**src/rtl/mmm_pkg.sv**
```systemverilog
// Shared fetch-path types, widths and helpers for the mmm core.
// Latency: none (constants, types and pure functions only).
// Backpressure: none.
package mmm_pkg;

  // Core widths. OFFSET is the byte offset inside one instruction and
  // ICACHE_OFFSET is the instruction index inside one I-cache line.
  localparam int ILEN            = 8;
  localparam int XLEN            = 16;
  localparam int ICACHE_INSTR    = 4;
  localparam int OFFSET          = $clog2(ILEN / 8);
  localparam int ICACHE_OFFSET   = $clog2(ICACHE_INSTR);
  localparam int ICACHE_LINE_LEN = ICACHE_INSTR * ILEN;

  // Byte strides for PC arithmetic.
  localparam int LINE_BYTES  = ICACHE_INSTR * (ILEN / 8);
  localparam int INSTR_BYTES = ILEN / 8;

  localparam logic [XLEN-1:0] BOOT_PC = '0;
  localparam logic [ILEN-1:0] NOP     = ILEN'(8'h13);

  // One I-cache response: line address plus the whole line.
  typedef struct packed {
    logic [XLEN-1:0]            pc;
    logic [ICACHE_LINE_LEN-1:0] line;
  } icache_out_t;

  // Where line_reg is reloaded from on a given cycle.
  typedef enum logic [1:0] {
    SRC_CACHE_OUT,
    SRC_LINE_REG,
    SRC_LINE_BAK
  } line_src_t;

  // Number of valid line buffers held by the fetch stage.
  typedef enum logic [1:0] {
    FS_EMPTY,
    FS_ONE,
    FS_TWO
  } fetch_state_t;

  // Clear the in-line offset bits so the address names a whole line.
  function automatic logic [XLEN-1:0] line_align(input logic [XLEN-1:0] addr);
    return addr & ~XLEN'(LINE_BYTES - 1);
  endfunction

endpackage

```
**src/rtl/fetch_line_selector_instr_extract.sv**
```systemverilog
// Picks one instruction out of a cache line by its in-line index.
// Latency: purely combinational, zero cycles.
// Backpressure: none; the caller qualifies the result.
module instr_extract
  import mmm_pkg::*;
(
  input  logic [ICACHE_LINE_LEN-1:0] line,
  input  logic [ICACHE_OFFSET-1:0]   idx,
  output logic [ILEN-1:0]            instr
);

  // Index mux: slot 0 sits in the least significant bits of the line.
  always_comb begin
    instr = '0;
    for (int i = 0; i < ICACHE_INSTR; i++) begin
      if (idx == ICACHE_OFFSET'(i)) begin
        instr = line[i*ILEN +: ILEN];
      end
    end
  end

endmodule

```
**src/rtl/fetch_line_selector.sv**
```systemverilog
// Fetch stage: requests I-cache lines, double-buffers them, hands decode one instr/cycle.
// Latency: first instr two cycles after a granted request with a 1-cycle cache; no bubble across lines.
// Backpressure: decode stall freezes pc and buffers; a full second buffer stops requests and responses.
module fetch_line_selector
  import mmm_pkg::*;
(
  input  logic              clk_i,
  input  logic              rst_n_i,
  input  logic              flush_i,
  input  logic [XLEN-1:0]   redirect_pc_i,
  output logic              fetch_req_o,
  output logic [XLEN-1:0]   fetch_pc_o,
  input  logic              fetch_gnt_i,
  input  logic              icache_valid_i,
  output logic              icache_ready_o,
  input  icache_out_t       icache_out_i,
  output logic              instr_valid_o,
  input  logic              instr_ready_i,
  output logic [ILEN-1:0]   instr_o,
  output logic [XLEN-1:0]   instr_pc_o
);

  localparam logic [XLEN-1:0]          LINE_STEP  = XLEN'(LINE_BYTES);
  localparam logic [XLEN-1:0]          INSTR_STEP = XLEN'(INSTR_BYTES);
  localparam logic [ICACHE_OFFSET-1:0] LAST_IDX   = ICACHE_OFFSET'(ICACHE_INSTR - 1);

  // Architectural state.
  fetch_state_t               state_q, state_d;
  logic [XLEN-1:0]            pc_q, pc_d;             // PC of the instr offered to decode
  logic [XLEN-1:0]            fetch_pc_q, fetch_pc_d; // next line address to request
  logic [XLEN-1:0]            exp_pc_q, exp_pc_d;     // line address of the outstanding request
  logic                       outstanding_q, outstanding_d;
  logic                       stale_q, stale_d;       // outstanding response predates a flush
  logic [ICACHE_LINE_LEN-1:0] line_reg_q, line_reg_d;
  logic [ICACHE_LINE_LEN-1:0] line_bak_q, line_bak_d;

  // Per-cycle events.
  logic                       req_fire;
  logic                       resp_fire;
  logic                       resp_good;
  logic                       instr_fire;
  logic                       line_last;
  logic [ICACHE_OFFSET-1:0]   idx;
  logic [ILEN-1:0]            extracted;
  line_src_t                  line_src;

  assign idx       = pc_q[OFFSET+ICACHE_OFFSET-1:OFFSET];
  assign line_last = (idx == LAST_IDX);

  // Only one request may be in flight, and never while both buffers are full;
  // the reset gate keeps the request low while stale state is still visible.
  assign fetch_req_o    = rst_n_i && !outstanding_q && (state_q != FS_TWO) && !flush_i;
  assign fetch_pc_o     = fetch_pc_q;
  assign icache_ready_o = outstanding_q && (state_q != FS_TWO);

  assign req_fire   = fetch_req_o && fetch_gnt_i;
  assign resp_fire  = icache_valid_i && icache_ready_o;
  // A response is only usable if it answers the request we still care about.
  assign resp_good  = resp_fire && !stale_q && (icache_out_i.pc == exp_pc_q);

  assign instr_valid_o = (state_q != FS_EMPTY) && !flush_i;
  assign instr_fire    = instr_valid_o && instr_ready_i;
  assign instr_pc_o    = pc_q;
  assign instr_o       = (state_q == FS_EMPTY) ? NOP : extracted;

  instr_extract u_instr_extract (
    .line  (line_reg_q),
    .idx   (idx),
    .instr (extracted)
  );

  // Next-state: request bookkeeping, buffer occupancy, pc advance and flush override.
  always_comb begin
    state_d       = state_q;
    pc_d          = pc_q;
    fetch_pc_d    = fetch_pc_q;
    exp_pc_d      = exp_pc_q;
    outstanding_d = outstanding_q;
    stale_d       = stale_q;
    line_bak_d    = line_bak_q;
    line_reg_d    = line_reg_q;
    line_src      = SRC_LINE_REG;

    // Request and response handshakes are mutually exclusive by construction.
    if (req_fire) begin
      outstanding_d = 1'b1;
      exp_pc_d      = fetch_pc_q;
      fetch_pc_d    = fetch_pc_q + LINE_STEP;
    end
    if (resp_fire) begin
      outstanding_d = 1'b0;
      stale_d       = 1'b0;
    end

    if (flush_i) begin
      // Redirect wins: buffers are discarded and any in-flight line is marked
      // stale unless it is being swallowed this very cycle.
      pc_d       = redirect_pc_i;
      state_d    = FS_EMPTY;
      fetch_pc_d = line_align(redirect_pc_i);
      stale_d    = outstanding_q && !resp_fire;
    end else begin
      if (instr_fire) begin
        pc_d = pc_q + INSTR_STEP;
      end

      case (state_q)
        FS_EMPTY: begin
          if (resp_good) begin
            state_d  = FS_ONE;
            line_src = SRC_CACHE_OUT;
          end
        end
        FS_ONE: begin
          if (instr_fire && line_last) begin
            // Current line used up; a line arriving now replaces it directly.
            if (resp_good) begin
              line_src = SRC_CACHE_OUT;
            end else begin
              state_d = FS_EMPTY;
            end
          end else if (resp_good) begin
            state_d    = FS_TWO;
            line_bak_d = icache_out_i.line;
          end
        end
        FS_TWO: begin
          // No response can land here: the cache is held off while full.
          if (instr_fire && line_last) begin
            state_d  = FS_ONE;
            line_src = SRC_LINE_BAK;
          end
        end
        default: begin
          state_d = FS_EMPTY;
        end
      endcase
    end

    case (line_src)
      SRC_CACHE_OUT: line_reg_d = icache_out_i.line;
      SRC_LINE_BAK:  line_reg_d = line_bak_q;
      default:       line_reg_d = line_reg_q;
    endcase
  end

  // State registers with synchronous active-low reset.
  always_ff @(posedge clk_i) begin
    if (!rst_n_i) begin
      state_q       <= FS_EMPTY;
      pc_q          <= BOOT_PC;
      fetch_pc_q    <= line_align(BOOT_PC);
      exp_pc_q      <= line_align(BOOT_PC);
      outstanding_q <= 1'b0;
      stale_q       <= 1'b0;
      line_reg_q    <= '0;
      line_bak_q    <= '0;
    end else begin
      state_q       <= state_d;
      pc_q          <= pc_d;
      fetch_pc_q    <= fetch_pc_d;
      exp_pc_q      <= exp_pc_d;
      outstanding_q <= outstanding_d;
      stale_q       <= stale_d;
      line_reg_q    <= line_reg_d;
      line_bak_q    <= line_bak_d;
    end
  end

endmodule

```
**config.mk**
```make
export PLATFORM = sky130hd
export DESIGN_NAME = fetch_line_selector
export DESIGN_NICKNAME = d
export VERILOG_FILES = /design/src/rtl/mmm_pkg.sv /design/src/rtl/fetch_line_selector_instr_extract.sv /design/src/rtl/fetch_line_selector.sv
export SDC_FILE = /design/constraint.sdc
export NUM_CORES = 1
export LEC_CHECK = 0
export ABC_AREA = 1
export CAP_MARGIN = 20
export CORE_ASPECT_RATIO = 1.5
export CORE_MARGIN = 2
export CORE_UTILIZATION = 53
export CTS_BUF_LIST = sky130_fd_sc_hd__clkbuf_16
export DETAILED_ROUTE_END_ITERATION = 6
export PLACE_DENSITY = 0.84
export SKIP_CTS_REPAIR_TIMING = 1
export SLEW_MARGIN = 20
export SYNTH_ARGS = -nofsm -noshare
export SYNTH_HDL_FRONTEND = slang
export SYNTH_SLANG_ARGS = --single-unit
export TNS_END_PERCENT = 30
```
**constraint.sdc**
```tcl
create_clock -name clk_i -period 2.44 [get_ports clk_i]
set_input_delay 0.732 -clock clk_i [delete_from_list [all_inputs] [get_ports clk_i]]
set_output_delay 0.732 -clock clk_i [all_outputs]
set_load 0.01 [all_outputs]
```
==> impl_metrics.toml, run 1 <==
[setup_path]
cp.arrival_ns = 1.75
critical_path.max_fanout = 3
cpPeakStageDelay_ns = 0.39
worstReg2RegEnd = "instr_pc_o[14]"
rr_worst_depth = 13
crit_slowest_cell = "dfxtp_4"
r2r-start = "instr_pc_o[1]"
cp-end-kind = "output pin"
worstSetupPathType = "flop to output pin"
start_kind = "flop"
cp_cell_sequence = "inv_4 -> ha_4 -> buf_6 -> nand3_1 -> o21ai_0 -> o21ai_1 -> o211ai_1 -> dlymetal6s2s_1"
required_ns = 1.71
r2r_slack_ns = 0.34
critPathLaunch = "instr_pc_o[0]"
worstSetupEndpoint = "instr_o[1]"

[clock_tree]
htreeDepth = 3
cts_root_buf = "clkbuf_16"
ctsLongestPathBuffers = 2
cts_tree = "done"
cts-buffers-inserted = 9
clock_sinks = 112
cts.clk_slew.worst_paths_ns = 0.08
worstSkewPairLatency_ns = 0.35

[pwr]
clkPwrFrac_pct = 36.8
switching_power_mw = 1.04
internal_power_mw = 2.96
p_leak_nw = 3.74
p_sw_share_pct = 26.0
seq_power_share_pct = 48.0
combPwrFrac_pct = 15.2
peakVddDrop_v = 0.000400
power_density_nw_per_um2 = 483

[min_path]
hold_path_startpoint = "line_bak_q[18]"
whs_path_depth = 2
hp-class = "flop to flop"

[global_route]
gr-total-overflow = 0
top_usage_layer = "met2"
gr-usage-met1_pct = 31.0
grt_pass1_vias = 6227
grtUsageTotal_pct = 27.0
grt_use_met2_pct = 48.7
grt_max_degree = 91
antenna_found_initial = 0
grt_pass1_wl_mm = 28.5
met3_usage_pct = 3.76

[yosys]
synthMuxAreaShare_pct = 0
postSynthCellCount = 1018
synth_top_flop_cell = "dfxtp_1"
synth-compound-area-share_pct = 16.5
ys_ff_latch = 112
async_reset_ff_share_pct = 0
synth_top_family_by_area = "simple AND/OR/NAND/NOR gates"
syn-cell-area_um2 = 6350
synthSimpleGateAreaFrac_pct = 31.0
synthXorXnorAreaFrac_pct = 1.93
ys_warn_count = 0
yosysUniqueCellTypes = 39
synth_edf_count = 0
synthAdderAreaFrac_pct = 0.984
ys_seq_area_share_pct = 35.3
syn_area_per_cell_um2 = 6.24

[cells_and_area]
diodes = 0
final_cell_mix = "nand2_1 (208), inv_1 (163), nor2_1 (138), dfxtp_1 (111), clkdlybuf4s50_1 (98)"
postLayoutCoreUtil_pct = 70.2
layout-drive-gt1-share_pct = 9.48
fin_nets = 1209
nFillCells = 977
multi_input_area_um2 = 3310
final_area_um2 = 8300
ff_latch_area_um2 = 2250
mostFrequentLayoutCell = "nand2_1"
syn2layout_area_growth_pct = 30.7

[routing]
routed_wl_mm = 17.6
drtAntennaViolNets = 0
drc_errors = 0
wire_per_inst_um = 13.6
routed_via_density = 5.24
drt-initial-drc-count = 319
vias = 6764
first_pass_iters = 5

[timing]
slew_headroom_pct = 37.8
finalSetupViolCount = 1
timing.fmax_mhz = 403
clock-skew-final_ns = 0.00697
setup_ws_ns = -0.0390
rsz0062_at_grt = "true"
fin_setup_tns_ns = -0.0390
worst_pin_slew_ns = 0.932
hold_viol = 0
period_minus_slack_ns = 2.48
min_period_over_period_pct = 102
holdWs_ns = 0.472
slew_viol_final = 0

[die]
start_util_pct = 53.7
dieHeight_um = 138
dieArea_um2 = 12900
fp.dieW_um = 93.4
io-pin-count = 113
rows = 49
design.core.area_um2 = 11800

[placed_design]
place_hpwl_mm = 12.5
port_buffers = 110
placed_area_um2 = 7910
pre_cts_slack_ns = -0.467
gp_congestion = 0.940

[job]
cap_violations = 0

[run_status]
status = "finished with violations"
violations = "setup timing"
-- how the worst min path moves through the flow --
stage	end	slack, ns
global route	line_bak_q[1]	0.50
CTS	exp_pc_q[3]	0.48
finish	line_bak_q[18]	0.47
global placement	line_bak_q[0]	0.45
floorplan	line_bak_q[10]	0.44
detailed placement	line_bak_q[2]	0.46
-- cell type report --
| cell class | instances | area share (%) |
|---|---|---|
| flip-flops and latches | 112 | 27.0 |
| inverters | 170 | 7.79 |
| repair buffers | 162 | 19.5 |
| well taps | 153 | 2.31 |
| clock buffers | 9 | 2.71 |
| clock inverters | 7 | 0.769 |
| multi-input cells | 679 | 39.9 |
-- cells in the mapped netlist, types with 7 or more instances --
cell      instances  area, µm²
nand2_1         209        785
a31oi_1          10       62.6
xor2_1           11       96.3
o211ai_1          7       52.6
inv_1           167        627
o21ai_0          86        430
buf_1             9       33.8
a21oi_1          78        390
nor2_1          140        526
dfxtp_1         112       2240
nand3_1          58        290
clkbuf_1         34        128
buf_2             7       35.0
nand4_1          37        231
-- flip-flops by register name, indices dropped and copies added (netlist names) --
| signal | flops |
|---|---|
| exp_pc_q | 14 |
| state_q | 2 |
| line_bak_q | 32 |
| stale_q | 1 |
| line_reg_q | 32 |
| instr_pc_o | 16 |
| outstanding_q | 1 |
| fetch_pc_o | 14 |
-- stage by stage --
stage	std cells	power, mW
2_1_floorplan	1019	2.23
3_3_place_gp	1274	2.53
3_5_place_dp	1274	2.54
4_1_cts	1290	3.99
5_1_grt	1292	4.15
6_report	1292	4.01
-- power by group through the flow --
stage / clock, mW / combinational, mW / sequential [mW]
6_report: 1.47 / 0.609 / 1.92
2_1_floorplan: 0 / 0.265 / 1.97
3_5_place_dp: 0 / 0.573 / 1.96
3_3_place_gp: 0 / 0.566 / 1.96
4_1_cts: 1.49 / 0.578 / 1.92
5_1_grt: 1.55 / 0.673 / 1.93
-- layer usage --
metal / vias up / share of wire (%)
met4: 0 / 3.8
met5: - / 0
met2: 259 / 53
met3: 50 / 6.0
met1: 3001 / 37
li1: 3454 / -
-- cells by family after synthesis --
| group | Yosys count |
|---|---|
| AND/OR/NAND/NOR | 462 |
| buffers and inverters | 228 |
| AO/OA/AOI/OAI | 196 |
| flip-flops | 112 |
| XOR/XNOR | 14 |
| adder cells (fa/ha/maj) | 5 |
| other | 1 |
-- worst max-delay path, delay by kind of cell, from the launching register on --
family,cells,cell delay (ns)
fa+ha+maj,1,0.16
simple gates,1,0.06
flops,1,0.39
compound gates,3,0.41
buf+inv,3,0.37
No activity file was read; power rests on OpenSTA's default activity.
==> inputs of run 2 (changes only) <==
- CORE_MARGIN: 2 -> not set
==> run 2 against run 1 <==
Compared with the run above:
- the run still ends with setup timing left
- critical path depth stayed put
- routed wire length increased by 2.0%
- non-clock buffer count increased by 6
- sequential share of layout area grew 0.072 points
- register-to-register slack better by 0.02 ns
- final area fell by 0.21%
- final cell count rose by 0.23%
- maximum frequency is 3.8% lower
- clock power grew 6%
- clock skew decreased by 0.0026 ns
- critical path type unchanged
- critical endpoint is now instr_o[7]
- highest routed layer unchanged
==> impl_metrics.toml, run 2 (synthesis results as in run 1) <==
[routing]
wire_per_inst_um = 13.8
drtAntennaViolNets = 0
first_pass_iters = 5
drc_errors = 0
drt-initial-drc-count = 267
vias = 6878
routed_via_density = 5.31
routed_wl_mm = 17.9

[setup_path]
cpPeakStageDelay_ns = 0.39
critical_path.max_fanout = 8
crit_slowest_cell = "dfxtp_4"
cp_cell_sequence = "inv_4 -> buf_4 -> ha_4 -> buf_6 -> o21ai_0 -> o21ai_0 -> nor2_1 -> clkbuf_2"
cp.arrival_ns = 1.85
cp-end-kind = "output pin"
start_kind = "flop"
required_ns = 1.71
worst_path_most_repeated_cell = "o21ai_0"
worstSetupPathType = "flop to output pin"

[clock_tree]
worstSkewPairLatency_ns = 0.34
htreeDepth = 3
cts_tree = "done"
cts-buffers-inserted = 9
cts_root_buf = "clkbuf_16"
ctsLongestPathBuffers = 2
cts.clk_slew.worst_paths_ns = 0.07
clock_sinks = 112

[placed_design]
port_buffers = 110
place_hpwl_mm = 12.7
gp_congestion = 1.02
dpl.cell_count = 1278

[timing]
setup_ws_ns = -0.138
worst_pin_slew_ns = 0.809
rsz0062_at_grt = "true"
timing.fmax_mhz = 388
slew_headroom_pct = 46.0
finalSetupViolCount = 5
holdWs_ns = 0.471
clock-skew-final_ns = 0.00439
slew_viol_final = 0
fin_setup_tns_ns = -0.298
period_minus_slack_ns = 2.58
hold_viol = 0
min_period_over_period_pct = 106

[die]
dieHeight_um = 136
dieArea_um2 = 12400
io-pin-count = 113
rows = 48
start_util_pct = 54.8
design.core.area_um2 = 11600
fp.dieW_um = 91.4

[pwr]
p_leak_nw = 3.74
power_density_nw_per_um2 = 495
peakVddDrop_v = 0.000360

[cells_and_area]
layout.cells.non_filler = 1295
mostFrequentLayoutCell = "nand2_1"
diodes = 0
final_cell_mix = "nand2_1 (209), inv_1 (163), nor2_1 (139), dfxtp_1 (110), clkdlybuf4s50_1 (99)"
layout-drive-gt1-share_pct = 9.69
fin_nets = 1215
syn2layout_area_growth_pct = 30.4

[global_route]
antenna_found_initial = 0
gr-total-overflow = 0
grt_pass1_wl_mm = 29.0
grt_pass1_vias = 6343
grt_max_degree = 95
grtUsageTotal_pct = 29.1

[run_status]
status = "finished with violations"
violations = "setup timing"

[min_path]
hp-class = "flop to flop"

[job]
cap_violations = 0
-- run 2: cell types whose count changed in the layout (fill, tap and decap cells not counted), sizes merged --
cell           before  now
buf                60   62
bufinv              1    2
clkbuf             10   13
clkdlybuf4s50      98   99
clkinv              4    3
clkinvlp            2    1
inv               170  171
-- run 2: final cells by class --
| class | instances | area (µm²) |
|---|---|---|
| clock inverters | 7 | 87.6 |
| inverters | 170 | 646 |
| clock buffers | 9 | 225 |
| well taps | 150 | 188 |
| flip-flops and latches | 112 | 2250 |
| fillers | 982 | 3310 |
| repair buffers | 168 | 1590 |
| multi-input cells | 679 | 3310 |
-- run 2: routing by layer --
layer | share of wire (%) | vias up | wire [µm] | track usage (%)
li1 | - | 3466 | - | -
met5 | 0 | - | 0 | 0
met3 | 6.0 | 58 | 1070 | 3.41
met1 | 38 | 3083 | 6830 | 33.0
met2 | 51 | 271 | 9160 | 53.0
met4 | 4.8 | 0 | 861 | 15.3
-- run 2: power breakdown --
group	internal, mW	total (mW)	switching (mW)
clock	0.892	1.56	0.670
combinational	0.305	0.614	0.308
sequential	1.87	1.92	0.0517
-- run 2: worst max-delay path: cells and delay by family (launching register included) --
family,cells,cell delay (ns)
flops,1,0.39
fa+ha+maj,1,0.17
buf+inv,4,0.47
simple gates,1,0.17
compound gates,2,0.30
-- run 2: through the flow --
step                      worst slack, ns  instance area, µm²  power, mW  utilization, %
final                              -0.138                8290       4.10            71.5
after global routing               -0.182                8290       4.25            71.5
after CTS                          -0.538                8210       4.08            70.8
after detailed placement           -0.385                7900       2.55            68.1
after global placement             -0.334                7900       2.53            68.1
after floorplan                     0.218                6360       2.23               -
-- run 2: final timing paths --
| path | from | end | slack (ns) | depth (start not counted) |
|---|---|---|---|---|
| max | instr_pc_o[0] | instr_o[7] | -0.14 | 8 |
| min | line_bak_q[19] | line_bak_q[19] | 0.47 | 2 |
| max reg2reg | instr_pc_o[0] | line_bak_q[23] | 0.36 | 11 |
| min reg2reg | line_bak_q[19] | line_bak_q[19] | 0.47 | 2 |
==> inputs of run 3 (changes only) <==
- CORE_ASPECT_RATIO: 1.5 -> 1.75
- SLEW_MARGIN: 20 -> not set
==> run 3 against run 2 <==
Compared with the run above:
- the run ends with DRC, setup timing left
- sequential power is essentially flat
- die area about the same
- count of clock-buffer cells in the layout stayed put
- clock power fell by 13%
- power down 5.3%
- combinational power barely moved
- via count shrank 1.5%
- worst setup slack gained 0.13 ns
- sequential cell count unchanged
- final area fell by 0.18%
- global-route usage shrank 0.23 points
- hold slack is essentially flat
- highest routed layer unchanged
==> impl_metrics.toml, run 3 (synthesis results as in run 1) <==
[run_status]
status = "finished with violations"
violations = "DRC, setup timing"

[timing]
min_period_over_period_pct = 100
slew_viol_final = 0
worst_pin_slew_ns = 0.689
slew_headroom_pct = 54.1
timing.fmax_mhz = 409
finalSetupViolCount = 1
period_minus_slack_ns = 2.44
rsz0062_at_grt = "true"
clock-skew-final_ns = 0.00699
setup_ws_ns = -0.00395
hold_viol = 0

[setup_path]
worstSetupPathType = "flop to output pin"
r2r-start = "instr_pc_o[0]"
critPathLaunch = "instr_pc_o[0]"
worstReg2RegEnd = "instr_pc_o[14]"
cp-end-kind = "output pin"
cp.arrival_ns = 1.71
worstSetupEndpoint = "instr_o[1]"
required_ns = 1.71
start_kind = "flop"
critical_path.max_fanout = 3
rr_worst_depth = 12
r2r_slack_ns = 0.43

[global_route]
grt_max_degree = 65
gr-total-overflow = 0
grt_pass1_wl_mm = 28.9
grtUsageTotal_pct = 28.9
grt_pass1_vias = 6382
antenna_found_initial = 0

[die]
design.core.area_um2 = 11600
io-pin-count = 113
fp.dieW_um = 84.8
dieArea_um2 = 12400
rows = 52
dieHeight_um = 147
start_util_pct = 54.6

[pwr]
power_density_nw_per_um2 = 469
clkPwrFrac_pct = 34.7
seq_power_share_pct = 49.5
internal_power_mw = 2.86
p_leak_nw = 3.73
switching_power_mw = 1.02
peakVddDrop_v = 0.000373
p_sw_share_pct = 26.2
combPwrFrac_pct = 15.8

[cells_and_area]
mostFrequentLayoutCell = "nand2_1"
layout-drive-gt1-share_pct = 9.70
final_area_um2 = 8270
final_cell_mix = "nand2_1 (209), inv_1 (163), nor2_1 (138), dfxtp_1 (110), clkdlybuf4s50_1 (99)"
postLayoutCoreUtil_pct = 71.0
fin_nets = 1215
syn2layout_area_growth_pct = 30.1
diodes = 0

[placed_design]
gp_congestion = 0.927
pre_cts_slack_ns = -0.357
place_hpwl_mm = 12.9
placed_area_um2 = 7940
port_buffers = 110

[routing]
first_pass_iters = 7
routed_wl_mm = 17.6
drt-initial-drc-count = 280
vias = 6775
drc_errors = 13
wire_per_inst_um = 13.7
routed_via_density = 5.30
drtAntennaViolNets = 0

[clock_tree]
htreeDepth = 3
clock_sinks = 112
worstSkewPairLatency_ns = 0.34
cts_root_buf = "clkbuf_16"
cts.clk_slew.worst_paths_ns = 0.07
cts_tree = "done"
ctsLongestPathBuffers = 2
cts-buffers-inserted = 9

[min_path]
hold_path_startpoint = "line_bak_q[23]"
hp-class = "flop to flop"

[job]
cap_violations = 0
==> run 3: cell types whose count changed in the layout (fill, tap and decap cells not counted), sizes merged <==
cell,previous run,this run
clkbuf,13,9
inv,171,172
buf,62,66
clkinv,3,4
clkinvlp,1,0
bufinv,2,0
==> run 3: cell type report <==
class / count / area [µm²]
clock inverter: 6 / 35.0
sequential: 112 / 2250
timing repair buffer: 168 / 1630
inverter: 170 / 648
clock buffer: 9 / 225
multi-input combinational: 679 / 3310
fill: 975 / 3380
tap: 135 / 169
==> run 3: critical path, cell delays in order (launching register included) <==
cell and delay [ns]:
dfxtp_4 0.38, inv_4 0.05, ha_4 0.16, buf_4 0.14, nand3_1 0.07, o21ai_1 0.09, o21ai_1 0.16, o211ai_1 0.13
dlymetal6s2s_1 0.19
==> run 3: worst min path at each step <==
stage / slack [ns] / cells after the start / to
6_report: 0.47 / 2 / line_bak_q[23]
5_1_grt: 0.49 / 2 / exp_pc_q[5]
4_1_cts: 0.47 / 2 / line_bak_q[28]
3_5_place_dp: 0.46 / 2 / line_bak_q[23]
3_3_place_gp: 0.45 / 2 / line_bak_q[27]
2_1_floorplan: 0.44 / 2 / line_bak_q[10]
==> run 3: metrics by stage <==
stage,hold WS (ns),setup TNS (ns),cells,power [mW]
6_report,0.471,-0.00395,1279,3.88
5_1_grt,0.495,-0.358,1279,4.05
4_1_cts,0.473,-4.93,1279,3.88
3_5_place_dp,0.457,-8.64,1264,2.55
3_3_place_gp,0.448,-5.39,1264,2.54
2_1_floorplan,0.440,0,1019,2.23
==> run 3: power by group through the flow <==
stage | registers (mW) | clock network [mW] | logic (mW)
after CTS | 1.92 | 1.37 | 0.590
after floorplan | 1.97 | 0 | 0.265
after detailed placement | 1.96 | 0 | 0.585
after global routing | 1.93 | 1.45 | 0.676
after global placement | 1.96 | 0 | 0.579
final | 1.92 | 1.35 | 0.614
==> run 3: routing by layer <==
metal,up-vias,wire length (µm),global-route usage [%]
met2,185,9620,55.8
met5,-,0,0
met4,0,584,12.6
li1,3467,-,-
met3,33,686,3.71
met1,3090,6670,30.5
